--- src/rtl/alu_op_sequencer_pkg.sv ---
// Shared encodings for the ALU op sequencer and the ALU result mux:
// 4-bit op codes, 12-bit one-hot mux selects and sequencer FSM states.
package alu_op_sequencer_pkg;

  localparam logic [3:0] OP_AND     = 4'd0;
  localparam logic [3:0] OP_OR      = 4'd1;
  localparam logic [3:0] OP_NOT     = 4'd2;
  localparam logic [3:0] OP_XOR     = 4'd3;
  localparam logic [3:0] OP_NAND    = 4'd4;
  localparam logic [3:0] OP_NOR     = 4'd5;
  localparam logic [3:0] OP_XNOR    = 4'd6;
  localparam logic [3:0] OP_ADD     = 4'd7;
  localparam logic [3:0] OP_SUB     = 4'd8;
  localparam logic [3:0] OP_SHRIGHT = 4'd9;
  localparam logic [3:0] OP_SHLEFT  = 4'd10;
  localparam logic [3:0] OP_CLEAR   = 4'd11;

  localparam logic [11:0] SEL_AND     = 12'h001;
  localparam logic [11:0] SEL_OR      = 12'h002;
  localparam logic [11:0] SEL_NOT     = 12'h004;
  localparam logic [11:0] SEL_XOR     = 12'h008;
  localparam logic [11:0] SEL_NAND    = 12'h010;
  localparam logic [11:0] SEL_NOR     = 12'h020;
  localparam logic [11:0] SEL_XNOR    = 12'h040;
  localparam logic [11:0] SEL_ADD     = 12'h080;
  localparam logic [11:0] SEL_SUB     = 12'h100;
  localparam logic [11:0] SEL_SHRIGHT = 12'h200;
  localparam logic [11:0] SEL_SHLEFT  = 12'h400;
  localparam logic [11:0] SEL_CLEAR   = 12'h800;

  typedef logic [1:0] state_t;
  localparam state_t ST_IDLE  = 2'd0;
  localparam state_t ST_ISSUE = 2'd1;
  localparam state_t ST_RESP  = 2'd2;

endpackage

--- src/rtl/alu_op_sequencer_decode.sv ---
// Combinational op decoder: 4-bit op code to one-hot ALU mux select,
// with an illegal flag for the unused codes 12..15 (select stays zero).
module alu_op_decode
  import alu_op_sequencer_pkg::*;
(
  input  logic [3:0]  op_i,
  output logic [11:0] sel_o,
  output logic        illegal_o
);

  // Map each legal op to its single select bit; anything else is illegal.
  always_comb begin
    sel_o     = '0;
    illegal_o = 1'b0;
    case (op_i)
      OP_AND:     sel_o = SEL_AND;
      OP_OR:      sel_o = SEL_OR;
      OP_NOT:     sel_o = SEL_NOT;
      OP_XOR:     sel_o = SEL_XOR;
      OP_NAND:    sel_o = SEL_NAND;
      OP_NOR:     sel_o = SEL_NOR;
      OP_XNOR:    sel_o = SEL_XNOR;
      OP_ADD:     sel_o = SEL_ADD;
      OP_SUB:     sel_o = SEL_SUB;
      OP_SHRIGHT: sel_o = SEL_SHRIGHT;
      OP_SHLEFT:  sel_o = SEL_SHLEFT;
      OP_CLEAR:   sel_o = SEL_CLEAR;
      default:    illegal_o = 1'b1;
    endcase
  end

endmodule

--- src/rtl/alu_op_sequencer.sv ---
// Command-level sequencer for the ALU result mux: accepts one op per
// handshake, drives operands and a one-hot select for ALU_LAT cycles,
// captures the mux result into the accumulator and returns a response.
module alu_op_sequencer
  import alu_op_sequencer_pkg::*;
#(
  parameter int WIDTH   = 16,
  parameter int ALU_LAT = 1
) (
  input  logic             clk,
  input  logic             reset_n,
  input  logic             cmd_valid,
  output logic             cmd_ready,
  input  logic [3:0]       cmd_op,
  input  logic             cmd_use_acc,
  input  logic [WIDTH-1:0] cmd_a,
  input  logic [WIDTH-1:0] cmd_b,
  output logic [WIDTH-1:0] alu_a,
  output logic [WIDTH-1:0] alu_b,
  output logic [11:0]      alu_sel,
  input  logic [WIDTH-1:0] alu_res,
  output logic             rsp_valid,
  input  logic             rsp_ready,
  output logic [WIDTH-1:0] rsp_data,
  output logic             rsp_zero,
  output logic             rsp_neg,
  output logic             rsp_err,
  output logic [WIDTH-1:0] acc
);

  localparam logic [3:0] LAT_M1 = 4'(ALU_LAT - 1);

  state_t           state_q, state_d;
  logic             rdy_q, rdy_d;
  logic [3:0]       cnt_q, cnt_d;
  logic [11:0]      sel_q, sel_d;
  logic [WIDTH-1:0] a_q, a_d, b_q, b_d;
  logic [WIDTH-1:0] acc_q, acc_d, data_q, data_d;
  logic             zero_q, zero_d, neg_q, neg_d, err_q, err_d;

  logic [11:0]      dec_sel;
  logic             dec_illegal;
  logic [WIDTH-1:0] cap_w;

  alu_op_decode u_decode (
    .op_i      (cmd_op),
    .sel_o     (dec_sel),
    .illegal_o (dec_illegal)
  );

  // CLEAR ignores whatever the mux presents and captures zero.
  assign cap_w = (sel_q == SEL_CLEAR) ? '0 : alu_res;

  // Next-state logic: accept in IDLE, count settle cycles in ISSUE,
  // hold the response in RESP until the consumer takes it.
  always_comb begin
    state_d = state_q;
    cnt_d   = cnt_q;
    sel_d   = sel_q;
    a_d     = a_q;
    b_d     = b_q;
    acc_d   = acc_q;
    data_d  = data_q;
    zero_d  = zero_q;
    neg_d   = neg_q;
    err_d   = err_q;
    case (state_q)
      ST_IDLE: begin
        if (cmd_valid && rdy_q) begin
          a_d   = cmd_use_acc ? acc_q : cmd_a;
          b_d   = cmd_b;
          sel_d = dec_sel;
          if (dec_illegal) begin
            data_d  = '0;
            zero_d  = 1'b1;
            neg_d   = 1'b0;
            err_d   = 1'b1;
            state_d = ST_RESP;
          end else begin
            cnt_d   = LAT_M1;
            state_d = ST_ISSUE;
          end
        end
      end
      ST_ISSUE: begin
        if (cnt_q == 4'd0) begin
          data_d  = cap_w;
          acc_d   = cap_w;
          zero_d  = (cap_w == '0);
          neg_d   = cap_w[WIDTH-1];
          err_d   = 1'b0;
          state_d = ST_RESP;
        end else begin
          cnt_d = cnt_q - 4'd1;
        end
      end
      ST_RESP: begin
        if (rsp_ready) state_d = ST_IDLE;
      end
      default: state_d = ST_IDLE;
    endcase
    rdy_d = (state_d == ST_IDLE);
  end

  // State and datapath registers; reset aborts any transaction in flight.
  always_ff @(posedge clk or negedge reset_n) begin
    if (!reset_n) begin
      state_q <= ST_IDLE;
      rdy_q   <= 1'b0;
      cnt_q   <= '0;
      sel_q   <= '0;
      a_q     <= '0;
      b_q     <= '0;
      acc_q   <= '0;
      data_q  <= '0;
      zero_q  <= 1'b0;
      neg_q   <= 1'b0;
      err_q   <= 1'b0;
    end else begin
      state_q <= state_d;
      rdy_q   <= rdy_d;
      cnt_q   <= cnt_d;
      sel_q   <= sel_d;
      a_q     <= a_d;
      b_q     <= b_d;
      acc_q   <= acc_d;
      data_q  <= data_d;
      zero_q  <= zero_d;
      neg_q   <= neg_d;
      err_q   <= err_d;
    end
  end

  assign cmd_ready = rdy_q;
  assign alu_a     = a_q;
  assign alu_b     = b_q;
  assign alu_sel   = (state_q == ST_ISSUE) ? sel_q : '0;
  assign rsp_valid = (state_q == ST_RESP);
  assign rsp_data  = data_q;
  assign rsp_zero  = zero_q;
  assign rsp_neg   = neg_q;
  assign rsp_err   = err_q;
  assign acc       = acc_q;

endmodule

--- config.mk ---
export PLATFORM = sky130hd
export DESIGN_NAME = alu_op_sequencer
export DESIGN_NICKNAME = d
export VERILOG_FILES = /design/src/rtl/alu_op_sequencer_pkg.sv /design/src/rtl/alu_op_sequencer_decode.sv /design/src/rtl/alu_op_sequencer.sv
export SDC_FILE = /design/constraint.sdc
export NUM_CORES = 1
export LEC_CHECK = 0
export ABC_AREA = 0
export CAP_MARGIN = 15
export CORE_ASPECT_RATIO = 0.6
export CORE_MARGIN = 5
export CORE_UTILIZATION = 30
export DETAILED_ROUTE_END_ITERATION = 7
export SLEW_MARGIN = 20
export SYNTH_ARGS = -nofsm -noshare
export SYNTH_HDL_FRONTEND = slang
export SYNTH_HIERARCHICAL = 1
export SYNTH_SLANG_ARGS = --single-unit
--- constraint.sdc ---
create_clock -name clk -period 4.97 [get_ports clk]
set_input_delay 0.497 -clock clk [delete_from_list [all_inputs] [get_ports clk]]
set_output_delay 0.497 -clock clk [all_outputs]
set_load 0.02 [all_outputs]
==> results.yml, run 1 <==
logic_synthesis:
  ys.flop_type: "dfrtp_1"
  synth_warnings: 6
  ys_types: 41
  avgSynthCellArea_sq_um: 10.3
  synth_common_cells: "nand2_1 (101), dfrtp_1 (85), inv_1 (36)"
  synthArstFlopShare_pct: 100
  syn_inst: 394
  synth_area_leader_cell: "dfrtp_1"
  synth_edf_count: 0
  yosysMostFrequentCell: "nand2_1"
  netlist_area_sq_um: 4060
  synth.area.top_cells: "dfrtp_1 (52%), nand2_1 (9.3%), o32ai_2 (5.6%), o21ai_0 (4.3%), mux2i_1 (3.9%)"
  ys_seq_area_share_pct: 52.3
  ys_ff_latch: 85
  syn-num-nets: 453
  synth_top_area_share_pct: 52.3
power_and_ir_drop:
  powerDensity_nw_per_um2: 604
  ir_drop_mv: 0.179
  p_leak_nw: 2.60
global_route:
  grt_max_degree: 86
  grt_pass1_wl_mm: 18.5
  grt_pass1_vias: 3238
  grt_overflow: 0
  grt_antenna_before_repair: 0
  grt.total_usage_pct: 14.4
floorplanning:
  fp.dieW_um: 160
  start_util_pct: 31.1
  fp.dieH_um: 100
  io_pins: 138
  dieArea_sq_um: 16100
  std_cell_rows: 32
  core_sq_um: 13100
clock_tree:
  clk_pin_slew_ps: 60
  clock-root-buffer: "clkbuf_16"
  clock_path_buffers: 2
  cts_tree: "built"
  ctsResizeCount: 0
  cts.htree.levels: 3
  cts_buffers: 9
  hold_buffers: 0
  clock_latency_ps: 330
  cts_setup_buffers: 0
  cts_sinks: 85
finish:
  nFillCells: 1190
  fin_util_pct: 44.3
  drive_gt1_share_pct: 8.86
  seqCellArea_sq_um: 2130
  syn2layout_area_growth_pct: 42.2
  nets: 574
  multiInputGateArea_sq_um: 1640
  antenna_cells: 0
sta:
  min_period_ps: 2680
  drv_slew: 0
  fin_ws_ps: 2290
  finClkSkew_ps: 5.92
  finalSetupTns_ps: 0
  fin_crit_sh_pct: 53.9
  slew_headroom_pct: 29.9
  hold_violations: 0
  setup_viol: 0
  worst_pin_slew_ps: 1050
  rsz0062_at_grt: "no"
  max_freq_mhz: 374
placement:
  dpl_worst_slack_ps: 2040
  dp_hpwl_mm: 8.50
  gp_congestion: 0.830
  portBuffers: 137
worst_setup_path:
  r2r_cells: 5
  r2r-end: "rsp_data[15]"
  crit_start: "state_q[0]"
  critical_path_class: "flip-flop to output pin"
  setup.worst_path.start_class: "flip-flop"
  cp.required_ps: 4470
  cp_data_arrival_time_ps: 2180
  crit_path_max_fanout: 17
  r2r_start: "cnt_q[0]"
  endpoint: "alu_sel[1]"
  r2r_slack_ps: 2560
  end_kind: "output pin"
run:
  timing.max_cap.violations: 0
detailed_routing:
  drc: 0
  ant_nets: 0
  wl_per_cell_um: 16.9
  dr.pass1.iters: 5
  first_iter_violations: 194
  dr_total_vias: 3227
  via_per_inst: 4.68
  totalWireLength_mm: 11.6
min_path:
  hp-class: "primary input to asynchronous set/reset pin"
status:
  outcome: "finished clean"
through the flow:
stage	cells	hold slack (ps)	power, mW	instance area, sq um
finish	689	211	3.49	5780
detailed placement	674	462	2.92	5510
floorplan	394	201	2.11	4060
global placement	674	457	2.88	5510
global route	689	297	3.73	5780
CTS	689	416	3.55	5770
report_power, final:
part / switching, mW / leakage (nW) / internal (mW)
Clock: 0.261 / 0.134 / 0.346
Combinational: 0.920 / 1.40 / 0.762
Sequential: 0.209 / 1.07 / 0.994
Total: 1.39 / 2.60 / 2.10
sequential cells by signal, indices dropped and copies added, names as in the netlist:
name       cells
alu_b         16
cmd_ready      1
cnt_q          4
acc           16
rsp_data      16
state_q        2
rsp_zero       1
alu_a         16
sel_q         12
rsp_err        1
per-layer routing:
metal | part of all wire, % | GRT usage, % | vias to the layer above
met3 | 6.9 | 5.13 | 9
met1 | 51 | 21.0 | 1545
met5 | 0 | 0 | -
met2 | 41 | 20.3 | 95
li1 | - | - | 1578
met4 | 0.80 | 3.77 | 0
critical path: stages (launching register included):
cell and delay [ps]:
dfrtp_1 430, nor2b_2 570, and2_1 230, clkdlybuf4s50_1 610
cell type report:
cell class	instances	share of cell area, %
Clock buffer	10	4.14
Clock inverter	5	0.476
Inverter	36	2.34
Multi-Input combinational cell	242	28.3
Sequential cell	85	36.8
Tap cell	170	3.68
Timing Repair Buffer	141	24.3
how the worst min path moves through the flow:
stage	start	end	cells after the start
global route	reset_n	alu_a[15]	1
detailed placement	alu_b[9]	alu_b[9]	2
CTS	reset_n	alu_a[15]	1
floorplan	reset_n	acc[0]	0
finish	reset_n	alu_a[12]	1
global placement	alu_b[0]	alu_b[0]	2
cells in the final DEF (no fill, tap or decap), types with 4 or more instances in the layout:
cell	instances
o31ai_1	16
dfrtp_1	85
o32ai_2	14
o21ai_0	35
inv_1	36
nand2_1	101
and2_1	12
mux2i_1	16
nor4_1	6
buf_4	4
nor4b_4	4
clkinv_2	4
and4bb_1	5
clkbuf_16	9
clkdlybuf4s50_1	136
cells by family after synthesis:
group / after synthesis / synth area share, %
multiplexers: 16 / 3.94
adder cells (fa/ha/maj): 2 / 0.616
AND/OR/NAND/NOR: 150 / 20.4
flip-flops: 85 / 52.3
AO/OA/AOI/OAI: 74 / 14.7
buffers and inverters: 67 / 7.97
Power figures use the tool's default switching activity.
==> run 2: changes to the inputs <==
==> constraint.sdc (replaced) <==
create_clock -name clk -period 2.5 [get_ports clk]
set_input_delay 0.25 -clock clk [delete_from_list [all_inputs] [get_ports clk]]
set_output_delay 0.25 -clock clk [all_outputs]
set_load 0.02 [all_outputs]
==> results.yml, run 2 (synthesis results as in run 1) <==
min_path:
  worstHoldEndpoint: "alu_b[8]"
  holdPathStages: 3
  min_from: "cmd_b[8]"
  hp-class: "primary input to flip-flop"
clock_tree:
  cts.htree.levels: 3
  clock_latency_ps: 340
  clk_pin_slew_ps: 60
  clock_path_buffers: 2
  cts_sinks: 85
  cts_tree: "built"
  clock-root-buffer: "clkbuf_16"
  cts_buffers: 9
  cts_setup_buffers: 0
detailed_routing:
  dr.pass1.iters: 5
  wl_per_cell_um: 17.5
  via_per_inst: 4.78
  totalWireLength_mm: 12.2
  ant_nets: 0
  drc: 0
  first_iter_violations: 297
  dr_total_vias: 3349
worst_setup_path:
  setup.worst_path.start_class: "flip-flop"
  crit_path_max_fanout: 23
  cp.required_ps: 2740
  cp_data_arrival_time_ps: 2450
  r2r_cells: 6
  r2r-end: "rsp_data[15]"
  r2r_slack_ps: 290
  critical_path_class: "flip-flop to flip-flop"
  r2r_start: "cnt_q[0]"
  end_kind: "flip-flop"
status:
  outcome: "finished clean"
finish:
  final_common_cell: "clkdlybuf4s50_1"
  syn2layout_area_growth_pct: 46.1
  mostFrequentLayoutCells: "clkdlybuf4s50_1 (136), nand2_1 (101), dfrtp_1 (85), inv_1 (36), o21ai_0 (35)"
  postLayoutCellArea_sq_um: 5940
  antenna_cells: 0
  drive_gt1_share_pct: 10.5
  nets: 585
sta:
  rsz0062_at_grt: "no"
  worst_pin_slew_ps: 675
  max_freq_mhz: 452
  finClkSkew_ps: 6.72
  min_period_ps: 2210
  fin_crit_sh_pct: 88.6
  finalSetupTns_ps: 0
  slew_headroom_pct: 55.0
  setup_viol: 0
  timing.hold.ws_ps: 444
  drv_slew: 0
  hold_violations: 0
power_and_ir_drop:
  p_leak_nw: 2.68
  ir_drop_mv: 0.394
  powerDensity_nw_per_um2: 1220
placement:
  place_area_sq_um: 5610
  dp_hpwl_mm: 8.99
  gp_congestion: 0.874
  portBuffers: 137
floorplanning:
  fp.dieW_um: 160
  fp.dieH_um: 100
  io_pins: 138
  core_sq_um: 13100
  start_util_pct: 31.1
  std_cell_rows: 32
  dieArea_sq_um: 16100
global_route:
  grt_overflow: 0
  grt_max_degree: 62
  grt_pass1_vias: 3388
  grt_antenna_before_repair: 0
  grt_pass1_wl_mm: 19.5
  grt.total_usage_pct: 15.3
run:
  timing.max_cap.violations: 0
run 2: metal layers:
metal,GRT usage [%],part of all wire (%),routed length [um],up-vias
li1,-,-,-,1602
met1,22.8,50,6090,1628
met2,21.5,42,5130,112
met3,4.92,7.7,946,7
met4,3.50,0.60,73,0
met5,0,0,0,-
run 2: timing repair:
| action | CTS | global route |
|---|---|---|
| resized for setup | 0 | 0 |
| hold endpoints to repair | 47 | 0 |
| hold buffers | 1 | 0 |
run 2: critical path, stage by stage (launching register included):
cell and delay, ps:
dfrtp_1 380, inv_1 120, ha_1 160, or3b_4 500, or2_1 410, buf_4 270, o32ai_1 280
run 2: worst max-delay path by stage:
stage,slack [ps],to,depth (start not counted),start
detailed placement,320,rsp_data[0],6,cnt_q[0]
global route,130,rsp_data[15],6,cnt_q[0]
CTS,280,rsp_data[15],6,cnt_q[0]
global placement,410,rsp_err,6,cnt_q[0]
floorplan,720,rsp_data[10],6,cnt_q[0]
finish,290,rsp_data[15],6,cnt_q[0]
run 2: cell type report:
cell class / count / area, sq um
clock buffer: 12 / 267
multi-input combinational: 242 / 1630
clock inverter: 4 / 55.1
sequential: 85 / 2130
tap: 170 / 213
timing repair buffer: 152 / 1510
inverter: 36 / 135
fill: 1179 / 7110
run 2: through the flow:
stage	std cells	power (mW)	setup WS (ps)	utilization [%]
6_report	701	7.25	285	45.5
5_1_grt	701	7.72	129	45.5
4_1_cts	701	7.34	278	45.5
3_5_place_dp	684	5.90	316	43.0
3_3_place_gp	684	5.82	413	43.0
2_1_floorplan	394	4.20	717	-
run 2: report_power, final:
| group | switching, mW | internal [mW] | leakage (nW) |
|---|---|---|---|
| clock | 0.547 | 0.859 | 0.155 |
| sequential | 0.437 | 1.98 | 1.07 |
| combinational | 1.86 | 1.57 | 1.46 |
| total | 2.84 | 4.41 | 2.68 |
